## config.mk

```make
export PLATFORM = sky130hd
export DESIGN_NAME = scroll_scheduler
export DESIGN_NICKNAME = d
export VERILOG_FILES = /design/src/rtl/scroll_pkg.sv /design/src/rtl/scroll_scheduler_tick_gen.sv /design/src/rtl/scroll_scheduler.sv
export SDC_FILE = /design/constraint.sdc
export NUM_CORES = 1
export LEC_CHECK = 0
export CORE_AREA = 2 2 78 80
export CTS_CLUSTER_DIAMETER = 150
export DETAILED_ROUTE_END_ITERATION = 10
export DIE_AREA = 0 0 80 82
export DONT_BUFFER_PORTS = 1
export GPL_TIMING_DRIVEN = 0
export PLACE_DENSITY = 0.45
export SYNTH_ARGS = -nofsm -noshare
export SYNTH_HDL_FRONTEND = slang
export SYNTH_SLANG_ARGS = --single-unit
```

## constraint.sdc

```tcl
create_clock -name clk_in -period 2.35 [get_ports clk_in]
set_input_delay 0.47 -clock clk_in [delete_from_list [all_inputs] [get_ports clk_in]]
set_output_delay 0.47 -clock clk_in [all_outputs]
set_load 0.02 [all_outputs]
```

## src/rtl/scroll_pkg.sv

```systemverilog
// scroll_pkg: shared state encoding, rate table and period helpers for scroll_scheduler
package scroll_pkg;
  typedef enum logic [1:0] {IDLE, RUN, PAUSED} state_t;
  localparam int RATES [4] = '{1, 2, 4, 8};
  function automatic int period(input int f, input int idx);
    return f / RATES[idx];
  endfunction
  function automatic int cnt_width(input int f);
    return $clog2(f);
  endfunction
endpackage

```

## src/rtl/scroll_scheduler_tick_gen.sv

```systemverilog
// tick_gen: clearable period counter emitting a one-cycle tick at the terminal count
module tick_gen #(
  parameter int W = 8
) (
  input  logic         clk,
  input  logic         rst,
  input  logic         clr,
  input  logic         en,
  input  logic [W-1:0] term,
  output logic         tick
);
  logic [W-1:0] cnt;
  assign tick = en && !clr && cnt == term;
  always_ff @(posedge clk)
    cnt <= (rst || clr || !en || tick) ? '0 : cnt + 1'b1;
endmodule

```

## src/rtl/scroll_scheduler.sv

```systemverilog
// scroll_scheduler: run/pause/step sequencer stepping a message index at a selectable strobe rate
module scroll_scheduler
  import scroll_pkg::*;
#(
  parameter int F_INPUT = 50000000,
  parameter int MSG_LEN = 16
) (
  input  logic                       clk_in,
  input  logic                       reset,
  input  logic                       start,
  input  logic                       stop,
  input  logic                       step,
  input  logic                       dir,
  input  logic [1:0]                 rate_sel,
  output logic [$clog2(MSG_LEN)-1:0] pos,
  output logic                       advance,
  output logic                       wrap,
  output logic                       running
);
  localparam int CW = cnt_width(F_INPUT);
  localparam int PW = $clog2(MSG_LEN);
  localparam logic [PW-1:0] LAST = PW'(MSG_LEN - 1);
  localparam logic [CW-1:0] T0 = CW'(period(F_INPUT, 0) - 1);
  localparam logic [CW-1:0] T1 = CW'(period(F_INPUT, 1) - 1);
  localparam logic [CW-1:0] T2 = CW'(period(F_INPUT, 2) - 1);
  localparam logic [CW-1:0] T3 = CW'(period(F_INPUT, 3) - 1);
  state_t state, nxt;
  logic [1:0] rate_q;
  logic [CW-1:0] term;
  logic [PW-1:0] pos_nxt;
  logic step_q, step_ok, tick, adv, wr;
  tick_gen #(.W(CW)) u_tick (
    .clk(clk_in),
    .rst(reset),
    .clr(stop || rate_sel != rate_q),
    .en(state == RUN),
    .term(term),
    .tick(tick)
  );
  // step is latched first so its advance lands one cycle after acceptance
  always_comb begin
    nxt = state;
    if (stop) nxt = (state == RUN) ? PAUSED : state;
    else if (start) nxt = RUN;
    step_ok = step && !stop && !start && state != RUN;
    term = rate_q[1] ? (rate_q[0] ? T3 : T2) : (rate_q[0] ? T1 : T0);
    adv = step_q || tick;
    wr = adv && (dir ? pos == '0 : pos == LAST);
    pos_nxt = dir ? (pos == '0 ? LAST : pos - 1'b1) : (pos == LAST ? '0 : pos + 1'b1);
  end
  always_ff @(posedge clk_in) begin
    if (reset) begin
      state <= IDLE;
      rate_q <= '0;
      step_q <= 1'b0;
      advance <= 1'b0;
      wrap <= 1'b0;
      pos <= '0;
    end else begin
      state <= nxt;
      rate_q <= rate_sel;
      step_q <= step_ok;
      advance <= adv;
      wrap <= wr;
      if (adv) pos <= pos_nxt;
    end
  end
  assign running = state == RUN;
endmodule

```

==> reports/metrics.cfg, run 1 <==
[placed_design]
gp_congestion = 0.803
dp_slack_ns = 0.0874
io_buffers = 0
dp_hpwl_mm = 3.07
postPlaceCellArea_sq_um = 2040

[power]
power.density_nw_per_um2 = 539
clockPowerShare = 0.398
p_leak_nw = 0.711
p_total_mw = 1.16
ir_drop_v = 0.000219
sw_frac_of_total = 0.230
pwr-share-seq = 0.556
power.internal_mw = 0.889
p_comb_frac = 0.046
power.switching_mw = 0.266

[synth]
synth.avg_cell_area_sq_um = 8.44
seq_area_frac_synth = 0.380
synthFlopType = dfxtp_1
synth_seq_cells = 37
synth.distinct_cells = 41
muxShareOfSynthArea = 0.0327
yosysWarnings = 0
synth_edf_count = 0
syn_inst = 231
synth_top_family_by_area = simple AND/OR/NAND/NOR gates
synth.cell_area_sq_um = 1950
synth_compound_area_frac = 0.123
synth_simple_gate_area_frac = 0.274
synth-adder-area-share = 0.0193
synth_xor_area_frac = 0.121
synthArstFlopShare = 0
syn-num-nets = 242

[global_route]
grt_max_degree = 11
grtUsageMet1 = 0.195
grt_first_pass_wirelength_mm = 7.48
met3_usage = 0.0319
grt_pass1_vias = 1511
antenna_found_initial = 0
grt_overflow = 0
grt.met2_usage = 0.230
top_usage_layer = met2
grt_usage = 0.147

[sta]
skew_ns = 0.00343
hold_viol = 0
post-route-period-util = 0.936
fin_ws_ns = 0.152
tightest_slew_ns = 0.533
maxSlewHeadroom = 0.644
slew_viol_final = 0
min_period_ns = 2.20
fmax_ghz = 0.455
setup_viol = 0

[setup_path]
critPathArrivalTime_ns = 2.38
cp_slowest_stage_delay_ns = 0.46
crit_path_start_kind = register
worst-path-buf-inv = 3
worstSetupPathType = register to register
crit_fanout = 10
critPathCaptureType = register
crit_chain = ha_1 > and3_1 > buf_2 > o2111ai_1 > a2111oi_4 > a211o_1 > buf_4 > buf_6 > nor2_1
required_ns = 2.54
crit_slowest_cell = a2111oi_4
path_delay_family = compound AO/OA/AOI/OAI gates

[cts]
cts_num_sinks = 37
clk_pin_slew_worst_paths_ns = 0.07
cts_buffers = 5
cts_tree = yes
ctsResizeCount = 0
clockBufferDepth = 2
insertion_delay_ns = 0.29
hold_buffers = 0
cts_setup_buffers = 0
cts_root_buffer = clkbuf_8
cts_max_level = 2

[routing]
antenna_left = 0
dr.pass1.iters = 4
routed_wl_mm = 4.27
post_drt_wl_per_cell_microns = 13.6
first_iter_violations = 70
drcViolationCount = 0
vias_per_cell = 4.98
num_vias = 1558

[layout]
final_common_cell = nor2_1
drive_above_1_share = 0.0756
nets = 249
area_growth_pct = 9.88
final_cell_mix = nor2_1, dfxtp_1, xor2_1
diodes = 0
stdcell_area_sq_um = 2140

[floorplan]
die_area_sq_um = 6560
ioPinCount = 15
die_h_microns = 82
num_rows = 28
core_area_sq_um = 5750
start_util = 0.339
die_x_microns = 80

[hold_path]
holdCritPathClass = input pin to register

[run]
drv_cap = 0

[run_status]
status = finished, final reports clean

[layer usage]
layer / wire length (microns) / up-vias
li1: - / 811
met1: 2160 / 716
met2: 1890 / 22
met3: 131 / 9
met4: 91 / 0
met5: 0 / -
[flip-flops by register name, indices dropped and copies added, names as in the netlist]
signal	flops
state	2
step_q	1
rate_q	2
wrap	1
u_tick.cnt	26
pos	4
advance	1
[power groups by stage]
stage	registers, mW	clock network [mW]	logic [mW]
floorplan	0.655	0	0.0448
global placement	0.658	0	0.0529
detailed placement	0.657	0	0.0533
CTS	0.643	0.473	0.0534
global route	0.644	0.499	0.0610
finish	0.643	0.460	0.0533
[final cells by class]
class / count / area [sq um]
fill: 616 / 3600
multi-input combinational: 175 / 1120
sequential: 37 / 741
tap: 75 / 93.8
clock buffer: 7 / 86.3
buffer: 9 / 58.8
inverter: 10 / 37.5
[stage by stage]
step                      TNS, ns  utilization  hold slack (ns)  instances
after global placement          0        0.356            0.449        306
after CTS                       0        0.371            0.250        313
after detailed placement        0        0.356            0.456        306
final                           0        0.373            0.255        313
after floorplan                 0            -            0.426        231
after global routing       -0.607        0.373            0.249        313
[final timing paths]
path	from	endpoint	slack [ns]	cells past startpoint
max	u_tick.cnt[0]	u_tick.cnt[2]	0.15	9
max reg2reg	u_tick.cnt[0]	u_tick.cnt[2]	0.15	9
min	start	step_q	0.25	1
min reg2reg	u_tick.cnt[0]	u_tick.cnt[0]	0.47	1
[worst register-to-register path, stage by stage, from the launching register on]
cell and delay (ns):
dfxtp_1 0.37, ha_1 0.20, and3_1 0.15, buf_2 0.15, o2111ai_1 0.18, a2111oi_4 0.46
a211o_1 0.20, buf_4 0.17, buf_6 0.16, nor2_1 0.06
[cells in the mapped netlist, types with 2 or more instances]
library cell / count / share of area
and3_1: 6 / 0.019
dfxtp_1: 37 / 0.38
nand2_1: 12 / 0.023
nand4_1: 4 / 0.013
o21ai_0: 6 / 0.015
nor3b_1: 2 / 0.0077
nor2b_1: 6 / 0.019
nand3_1: 11 / 0.028
a31oi_1: 3 / 0.0096
nand2b_1: 7 / 0.022
buf_6: 2 / 0.012
o41ai_1: 2 / 0.0090
clkbuf_1: 3 / 0.0058
nor3_1: 4 / 0.010
a21oi_1: 9 / 0.023
buf_2: 2 / 0.0051
mux2_1: 3 / 0.017
nor4_1: 3 / 0.0096
xor2_1: 18 / 0.081
buf_4: 2 / 0.0077
nor2_1: 44 / 0.085
xnor2_1: 9 / 0.040
mux2i_1: 3 / 0.015
ha_1: 3 / 0.019
and4_1: 5 / 0.022
inv_1: 10 / 0.019
[logic make-up (layout without fill, tap and decap cells)]
kind of cell               count (synthesis)  after routing
adders and majority gates                  3              3
buffers and inverters                     19             26
and+or+nand+nor                          107            107
AOI/OAI and AO/OA                         32             32
DFF                                       37             37
xor gates and xnor gates                  27             27
muxes                                      6              6
No activity file was read; power rests on OpenSTA's default activity.
==> run 2, diff against run 1 <==
Settings changed: CELL_PAD_IN_SITES_DETAIL_PLACEMENT from default to 1, CELL_PAD_IN_SITES_GLOBAL_PLACEMENT from default to 1, PLACE_DENSITY 0.45 to 0.57.
==> run 2 against run 1 <==
  * Power is 3.3% higher
  * Clock-buffer cell count stayed put
  * Sequential power hardly changed
  * Setup slack better by 0.021 ns
  * Flip-flop and latch count stayed put
  * Via count is 3.1% higher
  * Critical endpoint is now u_tick.cnt[14]
  * Critical path depth stayed put
  * First-iteration DRC count is 21% lower
  * Non-clock buffer count stayed put
  * Sequential share of layout area is 0.24 points lower
  * Wire length is 4.4% higher
==> reports/metrics.cfg, run 2 (same netlist as run 1, synthesis figures left out) <==
[run_status]
status = finished, final reports clean

[floorplan]
num_rows = 28  ; unchanged
core_area_sq_um = 5750  ; unchanged
ioPinCount = 15  ; unchanged
die_h_microns = 82  ; unchanged
die_area_sq_um = 6560  ; unchanged
die_x_microns = 80  ; unchanged
start_util = 0.339  ; unchanged

[global_route]
grt_max_degree = 12  ; +1
antenna_found_initial = 0  ; unchanged
grt_usage = 0.152  ; +0.00486
grt_pass1_vias = 1567  ; +3.7%
grt_first_pass_wirelength_mm = 7.71  ; +3.1%
grt_overflow = 0  ; unchanged

[power]
p_leak_nw = 0.721  ; +1.4%
ir_drop_v = 0.000240  ; +9.8%
power.density_nw_per_um2 = 553  ; +2.6%
p_total_mw = 1.19  ; +3.3%

[layout]
nets = 249  ; unchanged
diodes = 0  ; unchanged
drive_above_1_share = 0.0837  ; +0.00805
largest_reg_flops = 26  ; unchanged
stdcell_area_sq_um = 2160  ; +0.70%
largestRegisters = u_tick.cnt: 26 flops, pos: 4 flops
max_flop_register = u_tick.cnt
nFillCells = 706  ; +15%
utilization = 0.375  ; +0.00261
final_common_cell = nor2_1
final_cells = 314  ; +0.32%
final_cell_mix = nor2_1, dfxtp_1, xor2_1
area_growth_pct = 10.7

[sta]
rsz0062_at_grt = no
finalSetupTns_ns = 0  ; unchanged
slew_viol_final = 0  ; unchanged
tightest_slew_ns = 0.538  ; +0.00528 ns
min_period_ns = 2.18  ; -0.0212 ns
skew_ns = 0.00967  ; +0.00625 ns
fin_ws_ns = 0.173  ; +0.0212 ns
hold_viol = 0  ; unchanged
fmax_ghz = 0.459  ; +0.97%
post-route-period-util = 0.926  ; -0.00902
maxSlewHeadroom = 0.640  ; -0.00353
whs_ns = 0.241  ; -0.0143 ns
setup_viol = 0  ; unchanged

[setup_path]
worstSetupPathType = register to register
crit_fanout = 10  ; unchanged
critPathCaptureType = register
rr_worst_depth = 9  ; unchanged
crit_path_start_kind = register
required_ns = 2.54  ; about the same
critPathArrivalTime_ns = 2.36  ; -0.02 ns

[placed_design]
io_buffers = 0  ; unchanged
postPlaceCellArea_sq_um = 2040  ; unchanged
gp_congestion = 0.761  ; -5.3%
dp_slack_ns = 0.114  ; +0.0264 ns
post-place-cells = 306  ; unchanged
dp_hpwl_mm = 3.37  ; +9.8%

[routing]
vias_per_cell = 5.11  ; +2.8%
antenna_left = 0  ; unchanged
first_iter_violations = 55  ; -21%
post_drt_wl_per_cell_microns = 14.2  ; +4.0%
routed_wl_mm = 4.46  ; +4.4%
dr.pass1.iters = 4  ; unchanged
drcViolationCount = 0  ; unchanged
num_vias = 1606  ; +3.1%

[hold_path]
hold_depth = 1  ; unchanged
holdCritPathClass = input pin to register

[cts]
cts_buffers = 5  ; unchanged
clockBufferDepth = 2  ; unchanged
cts_num_sinks = 37  ; unchanged
cts_setup_buffers = 0  ; unchanged
hold_buffers = 0  ; unchanged
cts_tree = yes
insertion_delay_ns = 0.29  ; about the same
cts_root_buffer = clkbuf_8
cts_max_level = 2  ; unchanged
clk_pin_slew_worst_paths_ns = 0.08  ; about the same

[run]
drv_cap = 0  ; unchanged

[run 2: final cells by class]
type                            instances  area, sq um  share of cell area
Multi-Input combinational cell        175         1120               0.521
Sequential cell                        37          741               0.343
Clock inverter                          1         5.00             0.00232
Inverter                               10         37.5              0.0174
Tap cell                               75         93.8              0.0435
Clock buffer                            7         96.3              0.0447
Buffer                                  9         58.8              0.0273
[run 2: layer usage]
layer,share of wire,wire length [microns],up-vias,global-route usage
li1,-,-,804,-
met1,0.50,2240,783,0.204
met2,0.45,2020,13,0.237
met3,0.030,132,6,0.0396
met4,0.015,65,0,0.0508
met5,0,0,-,0
[run 2: where the power goes]
| group | leakage (nW) | total, mW | internal [mW] | switching [mW] |
|---|---|---|---|---|
| clock | 0.0542 | 0.497 | 0.265 | 0.231 |
| combinational | 0.368 | 0.0539 | 0.0238 | 0.0302 |
| sequential | 0.299 | 0.643 | 0.633 | 0.0104 |
| total | 0.721 | 1.19 | 0.922 | 0.272 |
[run 2: path summary, 6_finish.rpt]
| check | start | endpoint | slack, ns |
|---|---|---|---|
| worst min register to register | u_tick.cnt[0] | u_tick.cnt[0] | 0.48 |
| worst max register to register | u_tick.cnt[0] | u_tick.cnt[14] | 0.17 |
| worst min-delay path | start | step_q | 0.24 |
| worst max-delay path | u_tick.cnt[0] | u_tick.cnt[14] | 0.17 |
[run 2: worst max-delay path, stage by stage, from the launching register on]
cell       delay, ns
dfxtp_1         0.39
ha_1            0.20
and3_1          0.16
buf_2           0.16
o2111ai_1       0.18
a2111oi_4       0.43
a211o_1         0.18
buf_4           0.15
buf_6           0.16
nor2_1          0.06
[run 2: repair_timing]
item                                    in CTS  in global routing
endpoints found under the setup margin       0                 19
gates resized for setup                      0                  1
endpoints found under the hold margin        0                  0
==> run 3, diff against run 2 <==
Settings changed: CORE_AREA 2 2 78 80 to 2 2 79 81, DIE_AREA 0 0 80 82 to 0 0 81 83, PLACE_DENSITY 0.57 to 0.56, SYNTH_HIERARCHICAL from default to 1.
==> run 3 against run 2 <==
  * Setup slack improved by 0.0078 ns
  * Area after synthesis increased by 1.7%
  * Core utilization rose by 0.47 points
  * Largest power group unchanged
==> reports/metrics.cfg, run 3 <==
[synth]
yosysWarnings = 6  ; +6
synthTopCellsByArea = dfxtp_1, xor2_1, nor2_1
seq_area_frac_synth = 0.374  ; -0.00624
synth_top_area_cell = dfxtp_1
synthFlopType = dfxtp_1
yosysMostFrequentCell = xor2_1
syn_inst = 230  ; -0.43%
ys_top_cells_by_count = xor2_1, nor2_1, dfxtp_1
synth_edf_count = 0  ; unchanged
synth.cell_area_sq_um = 1980  ; +1.7%
synthArstFlopShare = 0  ; unchanged
synth.avg_cell_area_sq_um = 8.62  ; +2.1%
synth.distinct_cells = 39  ; -4.9%
synth_seq_cells = 37  ; unchanged
synth_top_area_share = 0.374  ; -0.00624

[routing]
num_vias = 1512  ; -5.9%
routed_wl_mm = 4.35  ; -2.4%
drcViolationCount = 0  ; unchanged
first_iter_violations = 52  ; -5.5%
antenna_left = 0  ; unchanged
dr.pass1.iters = 4  ; unchanged
post_drt_wl_per_cell_microns = 13.5  ; -4.8%
vias_per_cell = 4.70  ; -8.2%

[cts]
cts_tree = yes
cts_max_level = 2  ; unchanged
clockBufferDepth = 2  ; unchanged
hold_buffers = 0  ; unchanged
cts_num_sinks = 37  ; unchanged
cts_root_buffer = clkbuf_8
clk_pin_slew_worst_paths_ns = 0.07  ; about the same
insertion_delay_ns = 0.28  ; about the same
cts_buffers = 5  ; unchanged

[setup_path]
required_ns = 2.52  ; -0.02 ns
worst-path-buf-inv = 0  ; -3
crit_slowest_cell = dfxtp_2
worstSetupPathType = register to register
r2r_slack_ns = 0.18  ; about the same
cp_common_cell = nor2_2
critPathCaptureType = register
critPathArrivalTime_ns = 2.34  ; -0.02 ns
crit_chain = nand2_1 > xor2_1 > nor4_1 > nand4_1 > nor2_2 > nor2_2 > a21oi_1 > xnor2_1 > nor2_1
cp_slowest_stage_delay_ns = 0.42  ; about the same
crit_path_start_kind = register
path_delay_family = simple AND/OR/NAND/NOR gates
crit_fanout = 7  ; -3

[layout]
final_cell_mix = xor2_1, nor2_1, dfxtp_1
largestRegisters = u_tick/cnt: 26 flops, pos: 4 flops
stdcell_area_sq_um = 2210  ; +2.5%
area_growth_pct = 11.6
final_common_cell = xor2_1
register_area_sq_um = 743  ; +0.34%
multi_input_area_sq_um = 1200  ; +6.7%
nFillCells = 728  ; +3.1%
nets = 257  ; +3.2%
diodes = 0  ; unchanged
largest_reg_flops = 26  ; unchanged
drive_above_1_share = 0.101  ; +0.0175
max_flop_register = u_tick/cnt

[power]
p_total_mw = 1.14  ; -4.5%
power.density_nw_per_um2 = 516  ; -6.8%
ir_drop_v = 0.000267  ; +11%
p_leak_nw = 0.856  ; +19%

[floorplan]
die_h_microns = 83  ; +1.2%
num_rows = 28  ; unchanged
core_area_sq_um = 5820  ; +1.2%
die_x_microns = 81  ; +1.3%
die_area_sq_um = 6720  ; +2.5%
start_util = 0.341  ; +0.00151
ioPinCount = 15  ; unchanged

[global_route]
antenna_found_initial = 0  ; unchanged
grt_first_pass_wirelength_mm = 7.72  ; about the same
grt_max_degree = 11  ; -1
grt_overflow = 0  ; unchanged
grt_pass1_vias = 1601  ; +2.2%
grt_usage = 0.148  ; -0.00404

[run_status]
status = finished, final reports clean

[placed_design]
dp_slack_ns = -0.0242  ; -0.138 ns
postPlaceCellArea_sq_um = 2100  ; +2.9%
gp_congestion = 0.700  ; -7.9%
dp_hpwl_mm = 3.26  ; -3.5%
io_buffers = 0  ; unchanged

[sta]
skew_ns = 0.00687  ; -0.00280 ns
finalSetupTns_ns = 0  ; unchanged
setup_viol = 0  ; unchanged
whs_ns = 0.252  ; +0.0114 ns
post-route-period-util = 0.923  ; -0.00333
fin_ws_ns = 0.181  ; +0.00782 ns
min_period_ns = 2.17  ; -0.00782 ns
rsz0062_at_grt = yes
maxSlewHeadroom = 0.523  ; -0.118
slew_viol_final = 0  ; unchanged
hold_viol = 0  ; unchanged
fmax_ghz = 0.461  ; +0.36%
tightest_slew_ns = 0.712  ; +0.174 ns

[hold_path]
holdCritPathClass = input pin to register

[run]
drv_cap = 0  ; unchanged

==> run 3: changes by cell type after synthesis, moves of 4 or more <==
cell	before	now
xor2_1	18	45
nand4_1	4	9
a21oi_1	9	4
nand2b_1	7	2
nor4_1	3	7
o21ai_0	6	2
nor2_1	44	38
==> run 3: routing by layer <==
| layer | share of wire | global-route usage | wire [microns] | vias up |
|---|---|---|---|---|
| met5 | 0 | 0 | 0 | - |
| met4 | 0.0062 | 0.0416 | 27 | 0 |
| met3 | 0.017 | 0.0391 | 75 | 2 |
| met2 | 0.49 | 0.234 | 2140 | 8 |
| met1 | 0.48 | 0.196 | 2110 | 717 |
| li1 | - | - | - | 785 |
==> run 3: through the flow <==
step                      instances  utilization
after floorplan                 237            -
after global placement          312        0.361
after detailed placement        312        0.361
after CTS                       320        0.376
after global routing            322        0.380
final                           322        0.380
==> run 3: area by class of cell <==
| cell class | instances | area share |
|---|---|---|
| Clock buffer | 8 | 0.0362 |
| Inverter | 11 | 0.0187 |
| Tap cell | 75 | 0.0424 |
| Buffer | 5 | 0.0170 |
| Timing Repair Buffer | 2 | 0.00679 |
| Multi-Input combinational cell | 184 | 0.543 |
| Sequential cell | 37 | 0.336 |
==> run 3: report_power, final <==
group	leakage (nW)	total (mW)	internal (mW)	switching [mW]
Combinational	0.517	0.0624	0.0260	0.0364
Sequential	0.300	0.646	0.633	0.0122
Clock	0.0395	0.432	0.211	0.221
Total	0.856	1.14	0.870	0.269
==> run 3: repair_timing <==
action                                  CTS  global route
endpoints found under the setup margin    2            24
pin swaps                                 0             1
endpoints found under the hold margin     0             0
buffers inserted                          0             2
resized for setup                         1             4
==> run 3: kinds of logic after synthesis <==
kind of cell             share of synthesized area
other                                      0.00379
AND/OR/NAND/NOR                              0.268
XOR/XNOR                                     0.239
buffers and inverters                       0.0398
flip-flops                                   0.374
AO/OA/AOI/OAI                               0.0575
adder cells (fa/ha/maj)                     0.0189
==> run 3: final timing paths <==
check                           startpoint        to  depth (start not counted)
worst min register to register    state[0]  state[0]                          2
worst max-delay path             rate_q[1]    pos[2]                          9
worst min-delay path                 start    step_q                          1
worst max register to register   rate_q[1]    pos[2]                          9
==> variant: new RTL, flow settings as in run 1 <==
Set the parameter `F_INPUT` to 200000000 (it was 50000000).
--- a/src/rtl/scroll_scheduler.sv
+++ b/src/rtl/scroll_scheduler.sv
@@ -2,7 +2,7 @@
 module scroll_scheduler
   import scroll_pkg::*;
 #(
-  parameter int F_INPUT = 50000000,
+  parameter int F_INPUT = 200000000,
   parameter int MSG_LEN = 16
 ) (
   input  logic                       clk_in,
Function: no difference found for any inputs over 10 cycles, from zero or initial values and one cycle with reset high; that may be too few to reach the edited logic, so the function may still have changed.
==> variant against run 1 <==
  * Cell area increased by 6.5%
  * Largest cell class unchanged
  * Total power increased by 2.0%
  * Critical path depth decreased by 2
  * Wire length increased by 4.6%
  * Setup slack improved by 0.052 ns
  * Critical endpoint is now pos[3]$_SDFFE_PP0P_
  * Synthesized cell count increased by 6.9%
  * Highest routed layer unchanged
  * Clock skew increased by 0.0020 ns
  * Sequential cell count increased by 2
  * Area after synthesis increased by 6.9%
==> variant: results (changes against run 1) <==
cell leakage power 0.7284 nW (was 0.7111 nW); status complete, no violations (unchanged); layout cells sized above 1 0.09375 (was 0.07563); Cell variety after synth 47 (was 41); CP arrival 2.33 ns (was 2.38 ns); Synth Area in Adders 0.01802 (was 0.01926); Slew headroom 0.5512 (was 0.6439); proportion of synthesized area in mux cells 0.01742 (was 0.03273); post-synth net total 258 (was 242); Final Instance Count excl. Fillers 331 (was 313); vias 1638 (was 1558); complex-gate fraction of the synthesized area 0.1273 (was 0.1232); metal3 WL 144 um (was 131 um); Max VDD drop 0.2526 mV (was 0.2187 mV); WL met2 2072 um (was 1887 um); nets@finish 267 (was 249); Largest regs u_tick.cnt: 28 flops, pos: 4 flops (was u_tick.cnt: 26 flops, pos: 4 flops); met1 usage 0.1940 (was 0.1953); syn_area_per_cell 8.434 um2 (was 8.439 um2); first-pass GRT wire length 7617 um (was 7479 um); largest net degree at the start of global routing 12 (was 11); Setup WS pre-CTS 0.1133 ns (was 0.08739 ns); CP Max Fanout 7 (was 10); XOR/XNOR share of the synthesized area 0.1219 (was 0.1213); largest cells by area after synthesis dfxtp_1, nor2_1, xor2_1 (unchanged); Iteration-0 DRC Markers 75 (was 70); register area share after synthesis 0.3748 (was 0.3800)
==> variant: cell types whose count changed in the layout (fill, tap and decap cells not counted), moves of 4 or more <==
| cell | change |
|---|---|
| nand3_1 | +5 |
| nand2_1 | +4 |
| nand2b_1 | -5 |
| o21ai_0 | +5 |
| xnor2_1 | +5 |
==> variant: final timing paths <==
check                                 start                        to  slack [ns]  cells after the start
setup / recovery  u_tick.cnt[12]$_SDFF_PP0_       pos[3]$_SDFFE_PP0P_        0.20                      7
hold / removal                        start         step_q$_SDFF_PP0_        0.26                      1
setup reg to reg  u_tick.cnt[12]$_SDFF_PP0_       pos[3]$_SDFFE_PP0P_        0.20                      7
hold reg to reg    u_tick.cnt[0]$_SDFF_PP0_  u_tick.cnt[0]$_SDFF_PP0_        0.48                      1
==> variant: kinds of logic (layout without fill, tap and decap cells) <==
| group | count (synthesis) | after routing |
|---|---|---|
| compound gates | 33 | 33 |
| xor+xnor | 29 | 29 |
| fa+ha+maj | 3 | 3 |
| buf+inv | 18 | 27 |
| flops | 39 | 39 |
| mux | 3 | 3 |
| simple gates | 122 | 122 |
==> variant: final cells by class <==
cell class	instances	area, um2
plain buffers	8	50.05
multi-input cells	190	1217
inverters	10	37.54
clock inverters	1	5.005
repair buffers	2	15.01
fillers	621	3463
well taps	75	93.84
clock buffers	6	82.58
flip-flops and latches	39	780.7
==> variant: power breakdown <==
part | leakage [nW] | switching [mW] | internal (mW) | total, mW
combinational | 0.366 | 0.0267 | 0.0224 | 0.0491
sequential | 0.315 | 0.0116 | 0.667 | 0.678
clock | 0.0470 | 0.222 | 0.230 | 0.452
==> variant: timing repair <==
action | 4_1_cts | 5_1_grt
endpoints found under the setup margin | 0 | 21
hold buffers | 0 | 0
setup buffers | 0 | 2
gates resized for setup | 0 | 1
